--- src/rtl/sccb_config_sequencer.sv ---
`timescale 1ns/1ps
// Walks a selected camera register table from a synchronous ROM and issues one
// SCCB write per entry, honouring end/delay markers and retrying NACKed writes.
module sccb_config_sequencer #(
  parameter int unsigned IDX_W        = 8,
  parameter int unsigned TSEL_W       = 1,
  parameter int unsigned DELAY_CYCLES = 240000,
  parameter int unsigned MAX_RETRY    = 3,
  parameter logic [15:0] END_WORD     = 16'hFFFF,
  parameter logic [15:0] DELAY_WORD   = 16'hFFF0
) (
  input  logic                     clk,
  input  logic                     rst_n,
  input  logic                     start,
  input  logic [TSEL_W-1:0]        table_sel,
  output logic [TSEL_W+IDX_W-1:0]  rom_addr,
  input  logic [15:0]              rom_data,
  output logic                     cmd_valid,
  input  logic                     cmd_ready,
  output logic [7:0]               cmd_reg,
  output logic [7:0]               cmd_data,
  input  logic                     rsp_valid,
  input  logic                     rsp_nack,
  output logic                     busy,
  output logic                     done,
  output logic                     error,
  output logic [IDX_W-1:0]         fail_index,
  output logic [IDX_W:0]           writes_ok
);

  localparam int unsigned ADDR_W = TSEL_W + IDX_W;
  localparam int unsigned RTRY_W = (MAX_RETRY < 1) ? 1 : $clog2(MAX_RETRY + 1);
  localparam int unsigned DCNT_W = (DELAY_CYCLES < 2) ? 1 : $clog2(DELAY_CYCLES);

  typedef enum logic [2:0] {
    S_IDLE, S_FETCH, S_DECODE, S_SEND, S_WAIT_RSP, S_DELAY, S_DONE, S_ERROR
  } state_t;

  state_t              r_state, w_state_nxt;
  logic [ADDR_W-1:0]   r_rom_addr, w_rom_addr_nxt;
  logic                r_cmd_valid, w_cmd_valid_nxt;
  logic [7:0]          r_cmd_reg, w_cmd_reg_nxt;
  logic [7:0]          r_cmd_data, w_cmd_data_nxt;
  logic                r_busy, w_busy_nxt;
  logic                r_done, w_done_nxt;
  logic                r_error, w_error_nxt;
  logic [IDX_W-1:0]    r_fail_index, w_fail_index_nxt;
  logic [IDX_W:0]      r_writes_ok, w_writes_ok_nxt;
  logic [RTRY_W-1:0]   r_retry, w_retry_nxt;
  logic [DCNT_W-1:0]   r_dcnt, w_dcnt_nxt;

  logic w_idle_like, w_start_acc, w_last, w_is_end, w_is_dly;
  logic w_ack, w_nack, w_can_retry, w_dly_end, w_advance;

  assign w_idle_like = (r_state == S_IDLE) || (r_state == S_DONE) || (r_state == S_ERROR);
  assign w_start_acc = start && w_idle_like;
  assign w_last      = &r_rom_addr[IDX_W-1:0];
  assign w_is_end    = (rom_data == END_WORD);
  assign w_is_dly    = (rom_data == DELAY_WORD);
  assign w_ack       = (r_state == S_WAIT_RSP) && rsp_valid && !rsp_nack;
  assign w_nack      = (r_state == S_WAIT_RSP) && rsp_valid && rsp_nack;
  assign w_can_retry = (r_retry < RTRY_W'(MAX_RETRY));
  assign w_dly_end   = (r_state == S_DELAY) && (r_dcnt == '0);
  assign w_advance   = w_ack || w_dly_end;

  // State register and all registered outputs
  always_ff @(posedge clk or negedge rst_n) begin
    if (!rst_n) begin
      r_state      <= S_IDLE;
      r_rom_addr   <= '0;
      r_cmd_valid  <= 1'b0;
      r_cmd_reg    <= '0;
      r_cmd_data   <= '0;
      r_busy       <= 1'b0;
      r_done       <= 1'b0;
      r_error      <= 1'b0;
      r_fail_index <= '0;
      r_writes_ok  <= '0;
      r_retry      <= '0;
      r_dcnt       <= '0;
    end else begin
      r_state      <= w_state_nxt;
      r_rom_addr   <= w_rom_addr_nxt;
      r_cmd_valid  <= w_cmd_valid_nxt;
      r_cmd_reg    <= w_cmd_reg_nxt;
      r_cmd_data   <= w_cmd_data_nxt;
      r_busy       <= w_busy_nxt;
      r_done       <= w_done_nxt;
      r_error      <= w_error_nxt;
      r_fail_index <= w_fail_index_nxt;
      r_writes_ok  <= w_writes_ok_nxt;
      r_retry      <= w_retry_nxt;
      r_dcnt       <= w_dcnt_nxt;
    end
  end

  // Next-state logic; the last index ends the run since the index never wraps
  always_comb begin
    w_state_nxt = r_state;
    case (r_state)
      S_IDLE, S_DONE, S_ERROR: if (start) w_state_nxt = S_FETCH;
      S_FETCH:                 w_state_nxt = S_DECODE;
      S_DECODE: begin
        if (w_is_end)      w_state_nxt = S_DONE;
        else if (w_is_dly) w_state_nxt = S_DELAY;
        else               w_state_nxt = S_SEND;
      end
      S_SEND:     if (cmd_ready) w_state_nxt = S_WAIT_RSP;
      S_WAIT_RSP: begin
        if (w_ack)            w_state_nxt = w_last ? S_DONE : S_FETCH;
        else if (w_nack)      w_state_nxt = w_can_retry ? S_SEND : S_ERROR;
      end
      S_DELAY:    if (w_dly_end) w_state_nxt = w_last ? S_DONE : S_FETCH;
      default:    w_state_nxt = S_IDLE;
    endcase
  end

  // Next values of the registered outputs and datapath
  always_comb begin
    w_rom_addr_nxt   = r_rom_addr;
    w_cmd_reg_nxt    = r_cmd_reg;
    w_cmd_data_nxt   = r_cmd_data;
    w_fail_index_nxt = r_fail_index;
    w_writes_ok_nxt  = r_writes_ok;
    w_retry_nxt      = r_retry;
    w_dcnt_nxt       = r_dcnt;
    w_cmd_valid_nxt  = (w_state_nxt == S_SEND);
    w_busy_nxt       = !((w_state_nxt == S_IDLE) || (w_state_nxt == S_DONE) ||
                         (w_state_nxt == S_ERROR));
    w_done_nxt       = (w_state_nxt == S_DONE);
    w_error_nxt      = (w_state_nxt == S_ERROR);

    if (w_start_acc) begin
      w_rom_addr_nxt  = {table_sel, IDX_W'(0)};
      w_writes_ok_nxt = '0;
      w_retry_nxt     = '0;
    end
    if (r_state == S_DECODE) begin
      if (w_is_dly) begin
        w_dcnt_nxt = DCNT_W'(DELAY_CYCLES - 1);
      end else if (!w_is_end) begin
        w_cmd_reg_nxt  = rom_data[15:8];
        w_cmd_data_nxt = rom_data[7:0];
      end
    end
    if ((r_state == S_DELAY) && (r_dcnt != '0)) w_dcnt_nxt = r_dcnt - DCNT_W'(1);
    if (w_ack) begin
      w_writes_ok_nxt = r_writes_ok + (IDX_W+1)'(1);
      w_retry_nxt     = '0;
    end
    if (w_nack) begin
      if (w_can_retry) w_retry_nxt      = r_retry + RTRY_W'(1);
      else             w_fail_index_nxt = r_rom_addr[IDX_W-1:0];
    end
    if (w_advance && !w_last)
      w_rom_addr_nxt = {r_rom_addr[ADDR_W-1:IDX_W], r_rom_addr[IDX_W-1:0] + IDX_W'(1)};
  end

  assign rom_addr   = r_rom_addr;
  assign cmd_valid  = r_cmd_valid;
  assign cmd_reg    = r_cmd_reg;
  assign cmd_data   = r_cmd_data;
  assign busy       = r_busy;
  assign done       = r_done;
  assign error      = r_error;
  assign fail_index = r_fail_index;
  assign writes_ok  = r_writes_ok;

endmodule
--- config.mk ---
export PLATFORM = sky130hd
export DESIGN_NAME = sccb_config_sequencer
export DESIGN_NICKNAME = d
export VERILOG_FILES = /design/src/rtl/sccb_config_sequencer.sv
export SDC_FILE = /design/constraint.sdc
export NUM_CORES = 1
export LEC_CHECK = 0
export ABC_AREA = 1
export CELL_PAD_IN_SITES_DETAIL_PLACEMENT = 1
export CELL_PAD_IN_SITES_GLOBAL_PLACEMENT = 2
export CORE_MARGIN = 3
export CORE_UTILIZATION = 33
export DETAILED_ROUTE_END_ITERATION = 12
export PLACE_DENSITY = 0.86
export SETUP_SLACK_MARGIN = 0.15
export SYNTH_ARGS = -nofsm -noshare
export SYNTH_HDL_FRONTEND = slang
export SYNTH_SLANG_ARGS = --single-unit
--- constraint.sdc ---
create_clock -name clk -period 3.8 [get_ports clk]
set_clock_uncertainty 0.05 [all_clocks]
set_input_delay 0.76 -clock clk [delete_from_list [all_inputs] [get_ports clk]]
set_output_delay 0.76 -clock clk [all_outputs]
set_load 0.01 [all_outputs]
### Word level (Yosys, flattened, before mapping)

Cells that the tools add are included.

* add/sub/neg operators: 4
* eq/ne operators: 12
* reductions and logical operators: 29
* multiplexer cells: 21
* bitwise gates (word level): 4
* order comparisons: 1

Operators by type and width (number)
* two-way mux 18 bit: 3
* == test 16 bit (second input constant): 2
* two-way mux 3 bit: 9
* == test 3 bit (second input constant): 6
* zero test 18 bit: 1
* two-way mux 9 bit: 2
* case mux 3 bit (6 select lines): 1
* nonzero test 18 bit: 1
* subtractor 18 x 1 -> 18 bit (second input constant): 1
* two-way mux 8 bit: 2
* adder 9 x 1 -> 9 bit (second input constant): 1
* == test 3 x 2 -> 1 bit (second input constant): 3
* adder 8 x 1 -> 8 bit (second input constant): 1
* two-way mux 2 bit: 4
* AND reduction 8 bit: 1
* nonzero test 2 bit: 4
* logical AND 1 bit: 7
* zero test 3 bit: 2
* AND reduction 2 bit: 3
* logical OR 1 bit: 5
* NOT 1 bit: 4
* == test 3 x 1 -> 1 bit (second input constant): 1
* zero test 1 bit: 3
* AND reduction 3 bit: 1
* other kinds (3): 3

* word-level logic and storage cells: 84
* bits in registers: 69
* input port bits: 23

### Longest topological paths before layout

* word-level depth: 10
* gate-level depth with buffers: 13
* depth with buffers taken out: 13

### Least setup slack after synthesis

No wires, ideal clock.

* path type: input to register
* start: in rom_data[3]
* end: reg r_cmd_data[6] (netlist: cmd_data[6])
* path slack: 1.819 ns
* arrival: 1.806 ns
* setup time: 0.125 ns
* cell stages on the path: 7
* cell sequence: nor2_1 > nand2_1 > nor2_2 > nand2_1 > nand3b_4 > buf_4 > mux2_2

* longest elaborated chain between the ends: 3
* elaborated cells between the ends (all ways): 5
* those cells by class: eq/ne (2); bitwise (2); reduce/logical (1)

Ends and longest elaborated chain
* from (decl): line 17 `input logic [15:0] rom_data,`
* == test 16 bit, on equally long branches: line 59, 58
* NOT 1 bit (no source line)
* AND reduction 3 bit (no source line) (*)
* to (signal assigned): line 86 `r_cmd_data <= w_cmd_data_nxt;`
* to (decl): line 43 `logic [7:0] r_cmd_data, w_cmd_data_nxt;`

Mark *: on every way between the ends. The rest lies on a longest branch, timed or not.
A chain may end at the register's enable or synchronous reset.

### Final worst setup path

* start: in rom_data[7]
* end: reg r_dcnt[13]

* longest elaborated chain between the ends: 3

Ends and longest elaborated chain
* == test 16 bit: line 59 `assign w_is_dly = (rom_data == DELAY_WORD);`
* nonzero test 2 bit (no source line)
* AND reduction 2 bit (no source line)
* to (signal assigned): line 93 `r_dcnt <= w_dcnt_nxt;`
* to (decl): line 50 `logic [DCNT_W-1:0] r_dcnt, w_dcnt_nxt;`

No other way between the ends.

==> reports/metrics.cfg <==
[power_and_ir_drop]
power.density_nw_per_um2 = 597
combPwrFrac_pct = 38.4
clockPowerShare_pct = 22.9
ir_worst_vdd_mv = 0.255
p_sw_uw = 967
p_sw_share_pct = 35.4
power.total_mw = 2.73
p_seq_share_pct = 38.7
p_int_mw = 1.76
p_leak_nw = 2.09

[cts]
clock_latency_ns = 0.34
cts_htree_levels = 3
cts.path.max_buffers = 2
cts_tree = done
post_cts.repair.setup_buffers = 0
clock_sinks = 69
cts.clk_slew.worst_paths_ns = 0.08
root_buffer = clkbuf_8
numCtsBuffers = 9
cts_resized = 0
holdBufCountCts = 0

[detailed_routing]
dr_total_vias = 2930
wl_um = 8630
viasPerCell = 4.77
dr.first_iter.drc_count = 66
drtPass1Iterations = 4
drc_errors = 0
post_drt_wl_per_cell_um = 14.0
ant_nets = 0

[sta]
rsz0062_at_grt = no
slew_violations = 0
finalSetupViolations = 0
final.period_utilization_pct = 59.4
hold_viol_final = 0
relSlewSlack_pct = 46.3
worst-slew-pin-transition_ns = 0.806
fin_crit_ns = 2.26
fin_setup_tns_ns = 0
fmax_mhz = 443

[critical_path]
path_max_fanout = 13
cp-start-kind = primary input
worstPathRequired_ns = 3.97
crit_arrival_ns = 2.43
cp-end-kind = flop
crit_type = in2reg

[yosys]
netlist_instances = 396
syn_area_per_cell_um2 = 8.88
synth_seq_cells = 69
synth.distinct_cells = 37
synth_area_leader_cell = dfrtp_1
syn_nets = 424
yosys_warnings = 0
synth.cell_area_um2 = 3520
synth_top_cells_by_area = dfrtp_1 (49%), nand2_1 (8.6%), inv_1 (5.0%)
synth_top_cell_area_share_pct = 49.1
yosysSeqAreaShare_pct = 49.1

[grt]
antenna_found_initial = 0
first_global_vias = 3126
grt_remaining_overflow = 0
track_usage_pct = 15.9
grt_pass1_wl_um = 15000
grt_max_degree = 38

[place]
dp_hpwl_um = 6520
routabilityCongestion = 0.723
port-buffer-count = 68

[die]
die_y_um = 109
die_width_um = 109
start_util_pct = 34.1
dieArea_um2 = 11900
rows = 37
coreArea_um2 = 10300
io_pins = 69

[final_layout]
largest_reg_flops = 18
largest-register = r_dcnt
final_common_cell = nand2_1
final_cell_mix = nand2_1 (81), dfrtp_1 (69), clkdlybuf4s50_1 (67)
drive_gt1_share_pct = 13.2
antennaDiodeCount = 0
fin_nets = 501
syn_to_final_growth_pct = 30.0

[status]
status = complete, no violations

[hold_path]
hold_path_class = reg2reg

[job]
drv_cap = 0

==> final timing paths <==
check                           slack [ns]  cells past startpoint                     from                 endpoint
worst max-delay path                  1.54                     12              rom_data[7]   r_dcnt[13]$_DFFE_PN0P_
worst min-delay path                  0.44                      2  rom_addr[8]$_DFFE_PN0P_  rom_addr[8]$_DFFE_PN0P_
worst max register to register        1.83                     11    r_dcnt[0]$_DFFE_PN0P_           busy$_DFF_PN0_
worst min register to register        0.44                      2  rom_addr[8]$_DFFE_PN0P_  rom_addr[8]$_DFFE_PN0P_
max in group asynchronous             2.56                      2                    rst_n  cmd_data[5]$_DFFE_PN0P_
min in group asynchronous             0.45                      1                    rst_n  cmd_data[2]$_DFFE_PN0P_
==> cells in the mapped netlist <==
master	count
a21oi_1	12
o21ai_0	31
nand3b_4	1
inv_2	3
xnor2_1	1
o31ai_1	1
nand3_4	2
nor3_2	1
nand2_8	1
o32ai_1	1
nand3b_1	3
mux2i_1	2
nor3_1	3
ha_1	5
nand4_2	1
dfrtp_1	69
nor2_1	40
nand2_1	81
xor2_1	5
inv_1	47
o21ai_1	4
buf_4	2
mux2_2	13
or2_2	1
nand2_4	4
clkbuf_1	1
nand4_1	4
o22ai_1	5
nor2_2	6
nand3_2	1
mux2_1	3
nor2_4	6
nor2_8	1
a22o_1	1
nand2_2	4
nand3_1	28
nor4_1	2
==> layout make-up <==
type / count / area (µm²)
fillers: 1231 / 5750
multi-input cells: 274 / 1590
inverters: 50 / 188
well taps: 136 / 170
clock buffers: 11 / 151
repair buffers: 69 / 696
clock inverters: 5 / 58.8
flip-flops and latches: 69 / 1730
==> layer usage <==
layer,global-route usage [%],up-vias,part of all wire [%]
met5,0,-,0
met4,3.83,0,0.94
met3,4.85,6,4.7
met2,26.8,55,48
met1,19.9,1418,47
li1,-,1451,-
==> power groups by stage <==
stage	sequential, mW	combinational, mW	clock, mW
floorplan	1.11	0.586	0
global placement	1.06	1.05	0
detailed placement	1.07	1.07	0
CTS	1.06	1.07	0.654
global route	1.09	1.17	0.690
finish	1.06	1.05	0.627
==> through the flow <==
stage	cells	util [%]	area, µm²	hold WS, ns	setup WS (ns)
2_1_floorplan	396	-	3520	0.414	1.82
3_3_place_gp	598	42.3	4370	0.408	1.23
3_5_place_dp	598	42.3	4370	0.416	1.17
4_1_cts	614	44.3	4580	0.437	1.54
5_1_grt	614	44.3	4580	0.464	1.34
6_report	614	44.3	4580	0.436	1.54
==> kinds of logic (layout without fill, tap and decap cells) <==
family	count (synthesis)	in the layout	share of synthesized area, %
fa+ha+maj	5	5	1.78
compound gates	55	55	8.29
flops	69	69	49.1
mux	18	18	5.69
xor+xnor	6	6	1.49
simple gates	190	190	27.8
buf+inv	53	135	5.87
==> critical path, cell delays in order <==
cell and delay [ns]:
clkdlybuf4s50_1 0.50, nand2_1 0.09, inv_1 0.06, nand2_1 0.07, nor2_2 0.16, nand3_4 0.19
nand2_4 0.21, nand2_1 0.13, inv_1 0.10, nand2_1 0.05, nand2_1 0.05, nand3_1 0.06
(Power assumes the default switching activity.)
